--- config.mk ---
export PLATFORM = sky130hd
export DESIGN_NAME = index_write_arbiter_flat
export DESIGN_NICKNAME = d
export VERILOG_FILES = /design/src/rtl/display_pkg.sv /design/src/rtl/index_write_arbiter_if.sv /design/src/rtl/rr_priority_select.sv /design/src/rtl/index_write_arbiter.sv /design/src/flat_wrapper.sv
export SDC_FILE = /design/constraint.sdc
export NUM_CORES = 1
export LEC_CHECK = 0
export CAP_MARGIN = 30
export CORE_ASPECT_RATIO = 0.7
export CORE_UTILIZATION = 40
export DETAILED_ROUTE_END_ITERATION = 8
export PLACE_DENSITY = 0.77
export SLEW_MARGIN = 20
export SYNTH_ARGS = -nofsm -noshare
export SYNTH_HDL_FRONTEND = slang
export SYNTH_HIERARCHICAL = 1
export SYNTH_SLANG_ARGS = --single-unit
--- constraint.sdc ---
create_clock -name clock -period 2.15 [get_ports clock]
set_clock_uncertainty 0.05 [all_clocks]
set_input_delay 0.215 -clock clock [delete_from_list [all_inputs] [get_ports clock]]
set_output_delay 0.215 -clock clock [all_outputs]
set_load 0.01 [all_outputs]
--- src/rtl/display_pkg.sv ---
// Shared display-controller constants: frame geometry, index-memory widths, write-arbiter states.
// Pure definitions: no logic, no latency, no flow control.
package display_pkg;

  localparam int FRAME_W       = 640;
  localparam int FRAME_H       = 480;
  localparam int FRAME_DEPTH   = FRAME_W * FRAME_H;
  localparam int INDEX_AW      = 19;
  localparam int INDEX_DW      = 3;
  localparam int ARB_NREQ      = 3;
  localparam int ARB_MAX_BURST = 64;

  typedef enum logic [1:0] {
    ST_IDLE  = 2'd0,
    ST_BURST = 2'd1,
    ST_CLEAR = 2'd2
  } arb_state_e;

  // Round-robin successor of a requester index.
  function automatic int unsigned rr_next(input int unsigned idx, input int unsigned n);
    return (idx + 1 >= n) ? 0 : idx + 1;
  endfunction

endpackage

--- src/rtl/index_write_arbiter_if.sv ---
// Writer-side request bus and index-memory write port of the frame write arbiter.
// Grant is a beat-accept strobe: a writer holds req/addr/data until its beat is granted.
interface index_write_arbiter_if
  import display_pkg::*;
#(
  parameter int NREQ = ARB_NREQ,
  parameter int AW   = INDEX_AW,
  parameter int DW   = INDEX_DW
);
  logic [NREQ-1:0]    req;
  logic [NREQ*AW-1:0] req_addr;
  logic [NREQ*DW-1:0] req_data;
  logic [NREQ-1:0]    req_last;
  logic [NREQ-1:0]    grant;
  logic [AW-1:0]      mem_waddr;
  logic [DW-1:0]      mem_wdata;
  logic               mem_wenable;

  modport master (
    output req, req_addr, req_data, req_last,
    input  grant, mem_waddr, mem_wdata, mem_wenable
  );

  modport slave (
    input  req, req_addr, req_data, req_last,
    output grant, mem_waddr, mem_wdata, mem_wenable
  );
endinterface

--- src/rtl/rr_priority_select.sv ---
// Combinational round-robin picker: first asserted request scanning upward from ptr, with wrap.
// Zero latency; no flow control, winner is zero when no request is asserted.
module rr_priority_select #(
  parameter int N  = 3,
  parameter int PW = (N > 1) ? $clog2(N) : 1
) (
  input  logic [N-1:0]  req,
  input  logic [PW-1:0] ptr,
  output logic [N-1:0]  winner,
  output logic [PW-1:0] winner_idx,
  output logic          any
);

  logic [PW:0]   slot;
  logic [PW-1:0] cand;

  always_comb begin
    winner     = '0;
    winner_idx = '0;
    any        = 1'b0;
    slot       = '0;
    cand       = '0;
    for (int k = 0; k < N; k++) begin
      slot = {1'b0, ptr} + (PW + 1)'(k);
      if (slot >= (PW + 1)'(N)) begin
        slot = slot - (PW + 1)'(N);
      end
      cand = slot[PW-1:0];
      if (!any && req[cand]) begin
        any          = 1'b1;
        winner_idx   = cand;
        winner[cand] = 1'b1;
      end
    end
  end

endmodule

--- src/rtl/index_write_arbiter.sv ---
// Shares the frame-index write port between NREQ burst writers (round robin) and a full-frame clear sweep.
// Granted beat appears on mem_* one cycle later; writers stall on grant=0, and a clear waits for the current burst.
module index_write_arbiter
  import display_pkg::*;
#(
  parameter int NREQ      = ARB_NREQ,
  parameter int AW        = INDEX_AW,
  parameter int DW        = INDEX_DW,
  parameter int DEPTH     = FRAME_DEPTH,
  parameter int MAX_BURST = ARB_MAX_BURST
) (
  input  logic                 clock,
  input  logic                 reset,
  index_write_arbiter_if.slave bus,
  input  logic                 clear_start,
  input  logic [DW-1:0]        clear_index,
  output logic                 clear_busy,
  output logic [NREQ-1:0]      owner
);

  localparam int PW = (NREQ > 1) ? $clog2(NREQ) : 1;
  localparam int BW = $clog2(MAX_BURST + 1);

  arb_state_e      state_q, state_d;
  logic [NREQ-1:0] owner_q, owner_d;
  logic [PW-1:0]   owner_idx_q, owner_idx_d;
  logic [PW-1:0]   rr_ptr_q, rr_ptr_d;
  logic [BW-1:0]   beat_cnt_q, beat_cnt_d;
  logic            clear_pending_q, clear_pending_d;
  logic            clear_busy_q, clear_busy_d;
  logic [DW-1:0]   clear_idx_q, clear_idx_d;
  logic [AW-1:0]   clear_cnt_q, clear_cnt_d;
  logic [AW-1:0]   mem_waddr_q, mem_waddr_d;
  logic [DW-1:0]   mem_wdata_q, mem_wdata_d;
  logic            mem_wenable_q, mem_wenable_d;

  logic [NREQ-1:0] pick_oh;
  logic [PW-1:0]   pick_idx;
  logic            pick_any;
  logic            owner_req, owner_last, clear_accept, rel;
  logic [AW-1:0]   owner_addr;
  logic [DW-1:0]   owner_data;
  logic [NREQ-1:0] grant_c;

  rr_priority_select #(.N(NREQ), .PW(PW)) u_pick (
    .req        (bus.req),
    .ptr        (rr_ptr_q),
    .winner     (pick_oh),
    .winner_idx (pick_idx),
    .any        (pick_any)
  );

  always_comb begin
    owner_req  = 1'b0;
    owner_last = 1'b0;
    owner_addr = '0;
    owner_data = '0;
    for (int i = 0; i < NREQ; i++) begin
      if (owner_idx_q == PW'(i)) begin
        owner_req  = bus.req[i];
        owner_last = bus.req_last[i];
        owner_addr = bus.req_addr[i*AW +: AW];
        owner_data = bus.req_data[i*DW +: DW];
      end
    end
  end

  always_comb begin
    state_d         = state_q;
    owner_d         = owner_q;
    owner_idx_d     = owner_idx_q;
    rr_ptr_d        = rr_ptr_q;
    beat_cnt_d      = beat_cnt_q;
    clear_pending_d = clear_pending_q;
    clear_busy_d    = clear_busy_q;
    clear_idx_d     = clear_idx_q;
    clear_cnt_d     = clear_cnt_q;
    mem_waddr_d     = mem_waddr_q;
    mem_wdata_d     = mem_wdata_q;
    mem_wenable_d   = 1'b0;
    grant_c         = '0;
    rel             = 1'b0;

    // A clear is taken at most once until its sweep ends; later pulses are dropped.
    clear_accept = clear_start && !clear_busy_q && !clear_pending_q;
    if (clear_accept) begin
      clear_idx_d  = clear_index;
      clear_busy_d = 1'b1;
    end

    case (state_q)
      ST_IDLE: begin
        if (clear_pending_q || clear_accept) begin
          state_d         = ST_CLEAR;
          clear_cnt_d     = '0;
          clear_pending_d = 1'b0;
        end else if (pick_any) begin
          state_d     = ST_BURST;
          owner_d     = pick_oh;
          owner_idx_d = pick_idx;
        end
      end

      ST_BURST: begin
        if (clear_accept) begin
          clear_pending_d = 1'b1;
        end
        if (owner_req) begin
          grant_c       = owner_q;
          mem_waddr_d   = owner_addr;
          mem_wdata_d   = owner_data;
          mem_wenable_d = 1'b1;
          beat_cnt_d    = beat_cnt_q + 1'b1;
          rel           = owner_last || (beat_cnt_q == BW'(MAX_BURST - 1));
        end else begin
          rel = 1'b1;
        end
        if (rel) begin
          state_d    = ST_IDLE;
          owner_d    = '0;
          beat_cnt_d = '0;
          rr_ptr_d   = PW'(rr_next(32'(owner_idx_q), NREQ));
        end
      end

      ST_CLEAR: begin
        mem_waddr_d   = clear_cnt_q;
        mem_wdata_d   = clear_idx_q;
        mem_wenable_d = 1'b1;
        clear_cnt_d   = clear_cnt_q + 1'b1;
        if (clear_cnt_q == AW'(DEPTH - 1)) begin
          state_d      = ST_IDLE;
          clear_busy_d = 1'b0;
        end
      end

      default: state_d = ST_IDLE;
    endcase
  end

  always_ff @(posedge clock or posedge reset) begin
    if (reset) begin
      state_q         <= ST_IDLE;
      owner_q         <= '0;
      owner_idx_q     <= '0;
      rr_ptr_q        <= '0;
      beat_cnt_q      <= '0;
      clear_pending_q <= 1'b0;
      clear_busy_q    <= 1'b0;
      clear_idx_q     <= '0;
      clear_cnt_q     <= '0;
      mem_waddr_q     <= '0;
      mem_wdata_q     <= '0;
      mem_wenable_q   <= 1'b0;
    end else begin
      state_q         <= state_d;
      owner_q         <= owner_d;
      owner_idx_q     <= owner_idx_d;
      rr_ptr_q        <= rr_ptr_d;
      beat_cnt_q      <= beat_cnt_d;
      clear_pending_q <= clear_pending_d;
      clear_busy_q    <= clear_busy_d;
      clear_idx_q     <= clear_idx_d;
      clear_cnt_q     <= clear_cnt_d;
      mem_waddr_q     <= mem_waddr_d;
      mem_wdata_q     <= mem_wdata_d;
      mem_wenable_q   <= mem_wenable_d;
    end
  end

  assign bus.grant       = grant_c;
  assign bus.mem_waddr   = mem_waddr_q;
  assign bus.mem_wdata   = mem_wdata_q;
  assign bus.mem_wenable = mem_wenable_q;
  assign clear_busy      = clear_busy_q;
  assign owner           = owner_q;

endmodule
--- src/flat_wrapper.sv ---
// flat-port wrapper written by rule: the top's interface ports become plain ports
module index_write_arbiter_flat import display_pkg::*;
#(
  parameter int NREQ      = ARB_NREQ,
  parameter int AW        = INDEX_AW,
  parameter int DW        = INDEX_DW,
  parameter int DEPTH     = FRAME_DEPTH,
  parameter int MAX_BURST = ARB_MAX_BURST
)
  (clock, reset, clear_start, clear_index, clear_busy, owner, bus_req, bus_req_addr, bus_req_data, bus_req_last, bus_grant, bus_mem_waddr, bus_mem_wdata, bus_mem_wenable);
  index_write_arbiter_if #(.NREQ(NREQ), .AW(AW), .DW(DW)) bus_i ();
  input  logic clock;
  input  logic reset;
  input  logic clear_start;
  input  logic [DW-1:0] clear_index;
  output logic clear_busy;
  output logic [NREQ-1:0] owner;
  input wire logic [$bits(bus_i.req)-1:0] bus_req;
  input wire logic [$bits(bus_i.req_addr)-1:0] bus_req_addr;
  input wire logic [$bits(bus_i.req_data)-1:0] bus_req_data;
  input wire logic [$bits(bus_i.req_last)-1:0] bus_req_last;
  output wire logic [$bits(bus_i.grant)-1:0] bus_grant;
  output wire logic [$bits(bus_i.mem_waddr)-1:0] bus_mem_waddr;
  output wire logic [$bits(bus_i.mem_wdata)-1:0] bus_mem_wdata;
  output wire logic [$bits(bus_i.mem_wenable)-1:0] bus_mem_wenable;
  assign bus_i.req = bus_req;
  assign bus_i.req_addr = bus_req_addr;
  assign bus_i.req_data = bus_req_data;
  assign bus_i.req_last = bus_req_last;
  assign bus_grant = bus_i.grant;
  assign bus_mem_waddr = bus_i.mem_waddr;
  assign bus_mem_wdata = bus_i.mem_wdata;
  assign bus_mem_wenable = bus_i.mem_wenable;
  index_write_arbiter #(.NREQ(NREQ), .AW(AW), .DW(DW), .DEPTH(DEPTH), .MAX_BURST(MAX_BURST)) u_core (.clock(clock), .reset(reset), .bus(bus_i), .clear_start(clear_start), .clear_index(clear_index), .clear_busy(clear_busy), .owner(owner));
endmodule
==> flow_summary.toml, run 1 <==
[layout]
synthToLayoutAreaGrowth_pct = 45.8
final_cell_area_sq_um = 5700
final_layout_size_suffix_gt1_frac = 0.158
diodes = 0
nets = 634

[synth]
synthTopCellsByArea = "dfrtp_1, mux2i_1, nand2_1"
seq_area_frac_synth = 0.403
synth_edf_count = 0
synth_top_flop_cell = "dfrtp_1"
synth_top_cell_area_share = 0.403
syn_area_sq_um = 3910
synth_area_per_cell_sq_um = 9.37
ys_seq_elements = 63
yosysTopAreaCell = "dfrtp_1"
yosysWarningCount = 6
synthArstFlopShare = 1.00
netlist_instances = 417
yosysMostFrequentCell = "dfrtp_1"
synth_cell_types = 56
ys_top_cells_by_count = "dfrtp_1, nand2_1, mux2i_1"
synth_nets = 504

[timing]
rsz0062_at_grt = "true"
max-slew-margin-rel = 0.641
max_slew.worst_pin.slew_ns = 0.536
period_needed_ns = 2.14
drv_slew = 0
final-setup-viol-count = 0
hold-worst-slack_ns = 0.224
fmax_mhz = 468
finalHoldViolCount = 0
period_share = 0.994

[worst_setup_path]
reg2reg_to = "u_core/owner_idx_q[0]"
crit_fanout = 6
crit_type = "flop to flop"
slowest_delay_ns = 0.42
worst_path_max_delay_cell = "or3_4"
regToRegStartpoint = "u_core/rr_ptr_q[0]"
worstPathArrival_ns = 2.29
crit_chain = "buf_6 > ha_4 > mux2i_4 > o21ai_2 > or3_4 > nand3_4 > mux2_2"
cp_top_family = "multiplexers"
r2r_slack_ns = 0.01
required_ns = 2.31
cp-start-kind = "flop"
crit_buf_inv = 1
endpoint_kind = "flop"
ff2ff_path_depth = 7

[floorplan]
ioPinCount = 108
core_region_area_sq_um = 9290
die-area_sq_um = 10200
initial_core_util = 0.421
row_count = 29
fp.dieH_um = 84.7
die_x_um = 120

[power]
p_per_area_nw_per_um2 = 1150
leakagePower_nw = 2.44
vdd_drop_max_mv = 0.668

[route]
first_pass_iters = 6
vias_per_cell = 5.39
ant_nets = 0
vias = 3630
routed_wl_um = 10900
drt-initial-drc-count = 216
wl_per_cell_um = 16.2
drc = 0

[placement]
gp_congestion = 0.822
portBuffers = 107
place_area_sq_um = 5260
place_hpwl_um = 7770

[outcome]
status = "finished clean"

[global_routing]
met2_usage = 0.372
grtUsageMet3 = 0.0679
grt_use_total = 0.220
grt_pass1_vias = 3679
grt_pass1_wl_um = 17600
met1_usage = 0.267
grt-busiest-layer = "met2"
overflow = 0
grt_start_max_net_pins = 64
antenna_found_initial = 0

[min_path]
hp-class = "input port to asynchronous set/reset pin"

[job]
cap_violations = 0

[clocking]
cts_hold_buf = 0
cts_root_buf = "clkbuf_16"
cts-buffers-inserted = 9
clk_pin_slew_ns = 0.05
cts_tree = "built"
clock-sinks = 63
clkLatencyLatePin_ns = 0.33
cts_max_level = 3
cts_buffer_depth = 2
report_power, final:
part           switching [mW]  internal [mW]
sequential              0.201           1.49
combinational            1.80           1.75
clock                   0.496          0.826
cell usage in the layout, fill, tap and decap left out, types with 4 or more instances in the layout:
master,instances
a21oi_1,13
and3_1,7
buf_12,4
buf_4,26
clkbuf_16,9
clkdlybuf4s50_1,101
dfrtp_1,60
dlymetal6s2s_1,6
inv_1,8
inv_2,4
mux2_2,5
mux2i_1,47
nand2_1,60
nand3_1,8
nand3b_1,5
nand4_1,8
nor2_1,28
nor3_1,4
o21ai_0,33
o21ai_1,22
or3_1,4
xnor2_1,4
xor2_1,10
cell families (layout without fill, tap and decap cells):
kind of cell / count (synthesis) / after routing / share of synthesized area
flip-flops: 63 / 63 / 0.403
XOR/XNOR: 14 / 14 / 0.0314
AO/OA/AOI/OAI: 96 / 96 / 0.161
AND/OR/NAND/NOR: 143 / 143 / 0.174
multiplexers: 59 / 59 / 0.161
adder cells (fa/ha/maj): 9 / 9 / 0.0288
buffers and inverters: 33 / 166 / 0.0403
worst max path at each step:
stage | endpoint | slack [ns] | cells past startpoint | startpoint
after floorplan | u_core/owner_idx_q[0] | 0.02 | 8 | u_core/rr_ptr_q[1]
after global placement | u_core/owner_idx_q[0] | -0.03 | 8 | u_core/rr_ptr_q[1]
after detailed placement | u_core/owner_idx_q[0] | -0.14 | 8 | u_core/rr_ptr_q[1]
after CTS | u_core/owner_idx_q[1] | -0.005 | 7 | u_core/rr_ptr_q[1]
after global routing | u_core/owner_idx_q[1] | -0.07 | 7 | u_core/rr_ptr_q[0]
final | u_core/owner_idx_q[0] | 0.01 | 7 | u_core/rr_ptr_q[0]
flip-flops by register name, summed over array words and instances, names as in the netlist:
| name | count |
|---|---|
| u_core/bus.mem_waddr | 19 |
| u_core/clear_cnt_q | 19 |
| u_core/beat_cnt_q | 7 |
| u_core/bus.mem_wdata | 3 |
| u_core/clear_idx_q | 3 |
| u_core/owner | 3 |
| u_core/owner_idx_q | 2 |
| u_core/rr_ptr_q | 2 |
| u_core/state_q | 2 |
| u_core/bus.mem_wenable | 1 |
| u_core/clear_busy | 1 |
| u_core/clear_pending_q | 1 |
tightest hold or removal path: cells and delay by family:
kind / cells / cell delay, ns
buffers and inverters: 3 / 0.77
layer usage:
metal  part of all wire  wire length [um]
met4              0.017               182
met3              0.073               801
met2               0.48              5240
met1               0.43              4720
met5                  0                 0
stage by stage:
stage | total power, mW | cells | setup TNS [ns] | worst slack (ns) | util
final | 6.56 | 674 | 0 | 0.0122 | 0.614
after global routing | 6.97 | 674 | -0.250 | -0.0700 | 0.614
after CTS | 6.40 | 670 | -0.00549 | -0.00549 | 0.603
after global placement | 4.78 | 651 | -0.0643 | -0.0325 | 0.567
after detailed placement | 4.92 | 651 | -0.840 | -0.137 | 0.567
after floorplan | 3.67 | 417 | 0 | 0.0223 | -
layout make-up:
| type | count | area, sq um |
|---|---|---|
| clock buffer | 11 | 253 |
| clock inverter | 3 | 20.0 |
| fill | 747 | 3590 |
| inverter | 12 | 45.0 |
| multi-input combinational | 321 | 2250 |
| sequential | 63 | 1580 |
| tap | 124 | 155 |
| timing repair buffer | 140 | 1400 |
timing repair:
| action | in CTS | in global routing |
|---|---|---|
| gates resized for setup | 7 | 21 |
| setup endpoints to repair | 8 | 15 |
| pin swaps | 1 | 3 |
| buffers inserted | 5 | 4 |
(Power assumes the default switching activity.)
==> run 2, diff against run 1 <==
--- a/config.mk
+++ b/config.mk
@@ -10,7 +10,7 @@
 export CORE_UTILIZATION = 40
 export DETAILED_ROUTE_END_ITERATION = 8
 export PLACE_DENSITY = 0.77
-export SLEW_MARGIN = 20
+export SLEW_MARGIN = 30
 export SYNTH_ARGS = -nofsm -noshare
 export SYNTH_HDL_FRONTEND = slang
 export SYNTH_HIERARCHICAL = 1
==> results of run 2 <==
Final layout, timing and power as in run 1 (identical DEF).
